`config.mk`:
```
export PLATFORM = sky130hd
export DESIGN_NAME = enlynx_modport
export DESIGN_NICKNAME = d
export VERILOG_FILES = /design/src/rtl/enlynx_modport.sv
export SDC_FILE = /design/constraint.sdc
export NUM_CORES = 1
export LEC_CHECK = 0
export ABC_AREA = 1
export CORE_MARGIN = 4
export CORE_UTILIZATION = 23
export DETAILED_ROUTE_END_ITERATION = 8
export GPL_ROUTABILITY_DRIVEN = 0
export SYNTH_ARGS = -nofsm -noshare
export SYNTH_HDL_FRONTEND = slang
export SYNTH_SLANG_ARGS = --single-unit
```
`constraint.sdc`:
```
create_clock -name clk -period 2.9 [get_ports clk]
set_input_delay 0.58 -clock clk [delete_from_list [all_inputs] [get_ports clk]]
set_output_delay 0.58 -clock clk [all_outputs]
set_load 0.005 [all_outputs]
```
`src/rtl/enlynx_modport.sv`:
```
// ---------------------------------------------------------------------------
// enlynx_modport
//
// Two-channel 32-bit event counter with per-period snapshot.
// Each channel accumulates single-cycle event strobes while counting is
// enabled. An end-of-period strobe publishes the accumulated counts and the
// sticky overflow flags to stable output registers, then restarts
// accumulation from zero. The event sampled on the eop edge belongs to the
// period that is closing.
//
// Ports:
//   clk           in   1        system clock, rising edge
//   rst_n         in   1        asynchronous active-low reset
//   events_i      in   [1:0]    event strobes, one bit per channel
//   enable_cnt_i  in   1        counting enable (level)
//   eop_i         in   1        end-of-period strobe: snapshot and restart
//   counters_o    out  [1:0][31:0]  snapshot counts of the last period
//   overflow_o    out  [1:0]    snapshot overflow flags of the last period
//
// Configuration macro:
//   ENLYNX_SATURATE_EN  when defined, accumulators and snapshot counts
//                       saturate at 32'hFFFF_FFFF instead of wrapping.
//                       The overflow flag behaves the same either way.
// ---------------------------------------------------------------------------
module enlynx_modport (
  input  logic             clk,
  input  logic             rst_n,
  input  logic [1:0]       events_i,
  input  logic             enable_cnt_i,
  input  logic             eop_i,
  output logic [1:0][31:0] counters_o,
  output logic [1:0]       overflow_o
);

  localparam logic [31:0] CNT_MAX = 32'hFFFF_FFFF;

  // Next accumulator value for one channel given its increment term.
  function automatic logic [31:0] acc_step(input logic [31:0] acc,
                                           input logic        inc);
`ifdef ENLYNX_SATURATE_EN
    if (inc && (acc != CNT_MAX)) begin
      return acc + 32'd1;
    end
    return acc;
`else
    return acc + {31'd0, inc};
`endif
  endfunction

  // Per-channel accumulators are kept as separate registers so each channel
  // can be observed or preloaded on its own.
  logic [31:0]       acc_ch0_q, acc_ch0_d;
  logic [31:0]       acc_ch1_q, acc_ch1_d;
  logic [1:0]        ovf_q, ovf_d;
  logic [1:0][31:0]  counters_q, counters_d;
  logic [1:0]        overflow_q, overflow_d;

  logic [1:0]        inc;
  logic [1:0]        at_max;
  logic [1:0]        ovf_hit;
  logic [31:0]       stepped_ch0;
  logic [31:0]       stepped_ch1;

  always_comb begin
    inc         = {2{enable_cnt_i}} & events_i;
    at_max      = {(acc_ch1_q == CNT_MAX), (acc_ch0_q == CNT_MAX)};
    // An increment attempted at max marks overflow in both wrap and
    // saturate builds.
    ovf_hit     = inc & at_max;
    stepped_ch0 = acc_step(acc_ch0_q, inc[0]);
    stepped_ch1 = acc_step(acc_ch1_q, inc[1]);

    acc_ch0_d   = stepped_ch0;
    acc_ch1_d   = stepped_ch1;
    ovf_d       = ovf_q | ovf_hit;
    counters_d  = counters_q;
    overflow_d  = overflow_q;

    if (eop_i) begin
      // The eop-cycle event is folded into the snapshot, and the new
      // period starts from zero, so no event is lost or counted twice.
      counters_d[0] = stepped_ch0;
      counters_d[1] = stepped_ch1;
      overflow_d    = ovf_q | ovf_hit;
      acc_ch0_d     = 32'd0;
      acc_ch1_d     = 32'd0;
      ovf_d         = 2'b00;
    end
  end

  always_ff @(posedge clk or negedge rst_n) begin
    if (!rst_n) begin
      acc_ch0_q  <= 32'd0;
      acc_ch1_q  <= 32'd0;
      ovf_q      <= 2'b00;
      counters_q <= '0;
      overflow_q <= 2'b00;
    end else begin
      acc_ch0_q  <= acc_ch0_d;
      acc_ch1_q  <= acc_ch1_d;
      ovf_q      <= ovf_d;
      counters_q <= counters_d;
      overflow_q <= overflow_d;
    end
  end

  assign counters_o = counters_q;
  assign overflow_o = overflow_q;

endmodule

```
# After elaboration in Yosys (flattened, before gate mapping)
# Index checks and enable logic that the tools add are counted.
# classes
n_addsub,2
n_eq_ne,2
mux,3
bitwise_logic,3
# ops
op,count
adder 32 x 1 -> 32 bit,2
== test 32 bit (second input constant),2
2-to-1 mux 32 bit,2
AND 2 bit,2
2-to-1 mux 2 bit,1
OR 2 bit,1
# totals
reg_bits,132
input_bits,6
word_cells,16

# Longest topological paths before layout
# Gate-level depths: netlist of the first run.
# logic_depth
ltp_word,4
mapped_depth,13
mapped_depth_nobuf,13

# Worst setup path after synthesis of the first run
# No wires, ideal clock.
# synth_path
kind,input-to-reg
startpoint,input port enable_cnt_i
endpoint,register counters_q (netlist bit counters_o[52])
t_arrival_ns,1.714
path_slack_ns,1.068
stages,13
path_cell_list,nand2_1 -> inv_1 -> ha_1 -> ha_1 -> inv_1 -> nor2_4 -> nand2_2 -> nor2_4 -> nand2_1 -> nand2_1 -> nand2_1 -> nand2_1 -> nand2_1
# synth_via
elab_chain_cells,2
# synth_lines
element,line,text
from (decl),29,"input logic enable_cnt_i,"
AND 2 bit,65,inc = {2{enable_cnt_i}} & events_i;
adder 32 x 1 -> 32 bit,46,"return acc + {31'd0, inc};"
to (signal assigned),102,counters_q <= counters_d;
to (decl),55,"logic [1:0][31:0] counters_q, counters_d;"
# Every way passes these cells.
# A chain may end at the register's enable or synchronous reset.

# Worst setup path in the final report of the first run
# layout_path
startpoint,input port enable_cnt_i
endpoint,register acc_ch1_q[12]
# layout_via
elab_chain_cells,3
# layout_lines
element,line,text
AND 2 bit,65,
adder 32 x 1 -> 32 bit,46,
2-to-1 mux 32 bit,79,if (eop_i) begin
via acc_ch1_d[12],53,"logic [31:0] acc_ch1_q, acc_ch1_d;"
to (signal assigned),100,acc_ch1_q <= acc_ch1_d;
to (decl),53,
# The timed path passes the listed nets, and every way through them passes these cells.

==> results.md, run 1 <==
- Initial core utilization: 23.6%
- CP endpoint kind: flip-flop
- Reg clk slew, reported paths: 0.06 ns
- Mapped Nets: 825
- R2R Setup Slk: 1.25 ns
- Worst Skew: 0.0124 ns
- Avg Vias per Cell: 3.99
- Io pins: 72
- Post-DP Area: around 0.0076 mm²
- TritonRoute pass-1 iters: 5
- Max-slew violation count: 0
- Met3 routed WL: approximately 740 µm
- Setup crit start kind: input pin
- Worst skew pair latency: ~0.43 ns
- Cells on worst reg2reg path: 8
- Total power per unit cell area: 508 mW/mm²
- Final Hold Viols: 0
- Tightest Pin Transition: 0.721 ns
- DRC: 0
- CTS Hold Bufs: 0
- Share of layout cells above drive strength 1: 7.43%
- PortBufs: 71
- Min Tclk post-route: 2.14 ns
- RSZ-0062 raised after global routing: no
- Hold_ws: 0.120 ns
- Worst EP required: 3.26 ns
- Per-cell routed wire length: 12.8 µm
- Setup CP Type: in2reg
- Post-CTS setup buffer count: 0
- Initial antenna violation count: 0
- Critical path, cell by cell: clkdlybuf4s50_1, nand2_1, inv_1, ha_1, ha_1, inv_1, nor2_4, nand2_2, nor2_2, xor2_1, and2_1
- Synth area leader: dfrtp_1
- Fin nets: about 900
- DRT antenna net count: 0
- Max-cap violations: 0
- Peak supply drop: approximately 0.31 mV
- Synthesized area per cell: 7.86 µm²
- Worst r2r src: acc_ch1_q[0]
- CTS tree: built
- Max Clk Rate: 467 MHz
- Yosys cell types: 24
- Setup TNS Final: 0 ns
- First-pass GRT wire length: 27100 µm
- Diode count: 0
- Post-CTS sizing: 0
- Row cnt: 60
- Core area: 0.0272 mm²
- H-tree levels: 4
- Cts bufs inserted: 17
- Critical Path Fanout Max: 4
- Largest net degree at the start of global routing: around 100
- Die X: roughly 170 µm
- Total track usage: between 10% and 20%
- Synth top area share: 51.5%
- Flops & latches, synth: 132
- Worst r2r dst: acc_ch1_q[12]
- Family with the most delay on the worst path: buffers and inverters
- Worst Path Arrival: roughly 2.5 ns
- Mapped Area: 0.00641 mm²
- Vias: 5085
- Worst min-delay path category: in2async
- Met2 Wirelength: 8040 µm
- Number of synthesized flops with an enable pin: 0
- Async SR Flop Fraction: 100%
- Number of global-route vias before repair: 5115
- Main synth FF type: dfrtp_1
- Global route overflow: 0
- Slew headroom: 51.9%
- DP Worst Slack: 0.300 ns
- DR top layer: met4
- Final period utilization: 73.9%
- Synth area leaders: dfrtp_1 52%, nand2_1 20%, nor2_1 6.1%
- DP Wirelength: about 12000 µm
- Register area share after synthesis: 51.5%
- Layout area overhead: 27.6%
- CTS root buffer: clkbuf_16
- Leakage power: 3.80 nW
- Post-Route WL: 16300 µm
- Clock Tree Buf Depth: 2
- Worst path slowest cell: clkdlybuf4s50_1
- Die Y: 175 µm
- Area of the die: 0.0306 mm²
- Synth Instances: 815
- Initial DRC count: approximately 360
- Final setup vio count: 0
- CTS sink cnt: 132
- CP bufs+invs: 3
- Largest stage delay, worst path: 0.55 ns
- Final instance area: 0.00818 mm²
- Status: complete, no violations
- Ys Warns: 0
- Met1 WL: 7300 µm
- Worst setup margin: 0.757 ns
-- worst max-delay path by stage --
| stage | start | end | cells after the start |
|---|---|---|---|
| 3_5_place_dp | enable_cnt_i | counters_o[50] | 11 |
| 6_report | enable_cnt_i | acc_ch1_q[12] | 11 |
| 3_3_place_gp | enable_cnt_i | counters_o[52] | 14 |
| 2_1_floorplan | enable_cnt_i | counters_o[52] | 13 |
| 4_1_cts | enable_cnt_i | counters_o[50] | 11 |
| 5_1_grt | enable_cnt_i | counters_o[52] | 14 |
-- cells by family after synthesis --
group | after synthesis | synth area share, %
AO/OA/AOI/OAI | 43 | 3.48
XOR/XNOR | 30 | 4.33
adder cells (fa/ha/maj) | 4 | 0.781
buffers and inverters | 75 | 4.41
flip-flops | 132 | 51.5
AND/OR/NAND/NOR | 531 | 35.5
-- per-stage QoR --
stage,instances,power (mW),utilization (%)
CTS,1274,4.21,30.1
floorplan,815,1.94,-
global placement,1242,2.03,27.9
global route,1274,4.29,30.1
finish,1274,4.15,30.1
detailed placement,1242,2.03,27.9
-- power breakdown --
group          leakage, nW  internal, mW  switching [mW]
registers             1.84          1.85         0.00614
logic                 1.68        0.0348          0.0952
clock network        0.277          1.30           0.866
total                 3.80          3.19           0.967
-- final cells by class --
| class | count | area (µm²) |
|---|---|---|
| multi-input combinational | 608 | 2820 |
| timing repair buffer | 76 | 791 |
| inverter | 54 | 203 |
| tap | 372 | 465 |
| fill | 2936 | 19000 |
| sequential | 132 | 3300 |
| clock buffer | 19 | 443 |
| clock inverter | 13 | 151 |
-- worst register-to-register path, stage by stage (launching register included) --
cell and delay (ns):
dfrtp_1 0.36, ha_1 0.17, ha_1 0.18, inv_1 0.07, nor2_4 0.17, nand2_2 0.12
nor2_2 0.16, xor2_1 0.22, and2_1 0.15
-- cells in the mapped netlist, types with 2 or more instances --
cell type	count
nor2_8	3
nand2_1	340
xnor2_1	9
nand3b_1	8
xor2_2	2
clkbuf_1	19
nor2_2	5
nor2_1	105
ha_1	4
xor2_1	19
nor2_4	10
nand2_2	6
dfrtp_1	132
o21ai_0	20
a21oi_1	20
nand2_4	2
inv_1	53
nand3_1	38
and2_1	13
o21bai_1	3
-- cell usage in the layout, fill, tap and decap left out, types with 2 or more instances in the layout --
| cell | netlist | final |
|---|---|---|
| a21oi_1 | 20 | 20 |
| and2_1 | 13 | 13 |
| buf_12 | 0 | 4 |
| buf_4 | 0 | 2 |
| bufinv_16 | 0 | 2 |
| clkbuf_16 | 0 | 17 |
| clkdlybuf4s50_1 | 0 | 69 |
| clkinv_4 | 0 | 4 |
| clkinvlp_4 | 0 | 4 |
| dfrtp_1 | 132 | 132 |
| ha_1 | 4 | 4 |
| inv_1 | 53 | 53 |
| inv_6 | 0 | 3 |
| nand2_1 | 340 | 340 |
| nand2_2 | 6 | 6 |
| nand2_4 | 2 | 2 |
| nand3_1 | 38 | 38 |
| nand3b_1 | 8 | 8 |
| nor2_1 | 105 | 105 |
| nor2_2 | 5 | 5 |
| nor2_4 | 10 | 10 |
| nor2_8 | 3 | 3 |
| o21ai_0 | 20 | 20 |
| o21bai_1 | 3 | 3 |
| xnor2_1 | 9 | 9 |
| xor2_1 | 19 | 19 |
| xor2_2 | 2 | 2 |
-- flip-flops by register name (all words and copies together) (netlist names) --
register    cells
counters_o     64
acc_ch0_q      32
acc_ch1_q      32
overflow_o      2
ovf_q           2
-- metal layers --
| metal | GRT usage (%) | up-vias |
|---|---|---|
| met5 | 0 | - |
| met4 | 3.24 | 0 |
| met3 | 2.62 | 12 |
| met2 | 18.9 | 85 |
| met1 | 14.0 | 2328 |
| li1 | - | 2660 |
Power figures use the tool's default switching activity.
==> inputs of run 2 (changes only) <==
==> constraint.sdc (replaced) <==
create_clock -name clk -period 2.1 [get_ports clk]
set_input_delay 0.42 -clock clk [delete_from_list [all_inputs] [get_ports clk]]
set_output_delay 0.42 -clock clk [all_outputs]
set_load 0.005 [all_outputs]
==> run 2 against run 1 <==
  * Core utilization rose by 0.49 points
  * Via count rose by 4.3%
  * Flip-flop and latch count did not move
  * Die area did not move
  * Sequential power rose by 38%
  * Register-to-register slack got worse by 0.79 ns
  * Total power rose by 36%
  * Wire length rose by 0.36%
  * Clock skew fell by 0.0033 ns
  * Cell count rose by 1.5%
  * Hold slack improved by 0.36 ns
  * Largest cell class unchanged
==> results.md, run 2 (synthesis results as in run 1) <==
- Status: complete, no violations (unchanged)
- Post-Route WL: 16300 µm (about the same)
- Worst Setup SP: events_i[1] (was enable_cnt_i)
- Final instance area: 0.00831 mm² (was 0.00818 mm²)
- Number of global-route vias before repair: 5143 (was 5115)
- RSZ-0062 raised after global routing: no (unchanged)
- Die X: 175 µm (unchanged)
- Worst EP required: 2.39 ns (was 3.26 ns)
- Initial core utilization: 23.6% (unchanged)
- Largest net degree at the start of global routing: 86 (was 101)
- Avg Vias per Cell: 4.10 (was 3.99)
- Total power per unit cell area: 678 mW/mm² (was 508 mW/mm²)
- Final setup vio count: 0 (unchanged)
- CTS root buffer: clkbuf_16 (unchanged)
- Max-slew violation count: 0 (unchanged)
- Initial DRC count: 351 (was 356)
- TritonRoute pass-1 iters: 4 (was 5)
- Cts bufs inserted: 17 (unchanged)
- Hold Startpoint: overflow_o[1]
- Setup TNS Final: 0 ns (unchanged)
- Final Hold Viols: 0 (unchanged)
- R2R Setup Slk: 0.46 ns (was 1.25 ns)
- Fin nets: 919 (was 899)
- First-pass GRT wire length: 27200 µm (was 27100 µm)
- PortBufs: 71 (unchanged)
- Max Clk Rate: 539 MHz
- Slew headroom: 61.7% (was 51.9%)
- Filler Cell Count: 2945 (was 2936)
- Most frequent cells in the layout: 340 x nand2_1, 132 x dfrtp_1, 105 x nor2_1 (unchanged)
- Post-DP Area: 0.00773 mm² (was 0.00758 mm²)
- DRC: 0 (unchanged)
- Per-cell routed wire length: 12.6 µm (was 12.8 µm)
- Worst r2r src: acc_ch1_q[0] (unchanged)
- Peak supply drop: 0.428 mV (was 0.315 mV)
- Core area: 0.0272 mm² (unchanged)
- Worst skew pair latency: 0.42 ns (was 0.43 ns)
- Critical Path Fanout Max: 4 (unchanged)
- DRT antenna net count: 0 (unchanged)
- Layout area overhead: 29.7% (was 27.6%)
- Global route overflow: 0 (unchanged)
- H-tree levels: 4 (unchanged)
- Clock Tree Buf Depth: 2 (unchanged)
- Min Tclk post-route: 1.86 ns
- Worst Skew: 0.00909 ns (was 0.0124 ns)
- Initial antenna violation count: 0 (unchanged)
- DP Wirelength: 11800 µm (about the same)
- Die Y: 175 µm (unchanged)
- Worst Path Arrival: 2.14 ns (was 2.50 ns)
- Max reg flops: 64 (unchanged)
- Worst min-delay path category: reg2reg (was in2async)
- Reg clk slew, reported paths: 0.06 ns (about the same)
- Setup CP Type: in2reg (unchanged)
- Io pins: 72 (unchanged)
- Vias: 5305 (was 5085)
- Area of the die: 0.0306 mm² (unchanged)
- Share of layout cells above drive strength 1: 9.23% (was 7.43%)
- Max-cap violations: 0 (unchanged)
- Most common cell after layout, fill and taps aside: nand2_1 (unchanged)
- Total track usage: 11.1% (was 11.0%)
- CTS tree: built (unchanged)
- Diode count: 0 (unchanged)
- CP endpoint kind: flip-flop (unchanged)
- Final period utilization: 88.4%
- Row cnt: 60 (unchanged)
- Setup crit start kind: input pin (unchanged)
- Tightest Pin Transition: 0.574 ns (was 0.721 ns)
- Leakage power: 3.90 nW (was 3.80 nW)
- CTS sink cnt: 132 (unchanged)
[run 2: cell types whose count changed in the layout (fill, tap and decap cells not counted), moves of 3 or more]
cell      before  now
buf_4          2   21
clkinv_2       0    5
clkinv_4       4    0
inv_6          3    0
[run 2: cell type report]
cell class	instances	area (µm²)	share of cell area (%)
Inverter	54	203	2.44
Multi-Input combinational cell	608	2830	34.0
Tap cell	372	465	5.60
Clock buffer	21	460	5.54
Clock inverter	10	108	1.29
Sequential cell	132	3300	39.7
Timing Repair Buffer	96	946	11.4
[run 2: metal layers]
metal / part of all wire, % / GRT usage, %
met1: 45 / 14.0
met5: 0 / 0
met4: 1.3 / 3.14
met2: 50 / 19.0
met3: 4.1 / 2.77
[run 2: power by group]
group / leakage, nW / internal (mW) / switching, mW
combinational: 1.78 / 0.0555 / 0.134
clock: 0.274 / 1.79 / 1.09
sequential: 1.84 / 2.56 / 0.00862
total: 3.90 / 4.40 / 1.23
[run 2: repair_timing]
item	CTS	global route
endpoints found under the setup margin	0	6
hold buffers	1	0
setup buffers	0	0
resized for setup	0	2
endpoints found under the hold margin	2	0
[run 2: path summary, 6_finish.rpt]
path,cells after the start,to
worst max-delay path,11,counters_o[38]
worst min-delay path,2,overflow_o[1]
worst max register to register,8,counters_o[38]
worst min register to register,2,overflow_o[1]
max in group asynchronous,3,counters_o[3]
min in group asynchronous,2,acc_ch1_q[10]
[run 2: critical path: stages]
cell,delay (ns)
clkdlybuf4s50_1,0.45
nand2_1,0.04
inv_1,0.09
ha_1,0.17
ha_1,0.16
inv_1,0.07
nor2_4,0.15
nand2_2,0.09
buf_4,0.14
xor2_1,0.24
o21ai_0,0.11
[run 2: stage by stage]
stage | cells | setup WS (ns) | power (mW) | hold slack [ns] | utilization (%)
floorplan | 815 | 0.428 | 2.68 | 0.124 | -
global placement | 1261 | -0.301 | 2.81 | 0.449 | 28.4
detailed placement | 1261 | -0.341 | 2.81 | 0.446 | 28.4
CTS | 1293 | 0.0961 | 5.71 | 0.461 | 30.6
global route | 1293 | 0.0565 | 5.85 | 0.495 | 30.6
finish | 1293 | 0.243 | 5.64 | 0.475 | 30.6
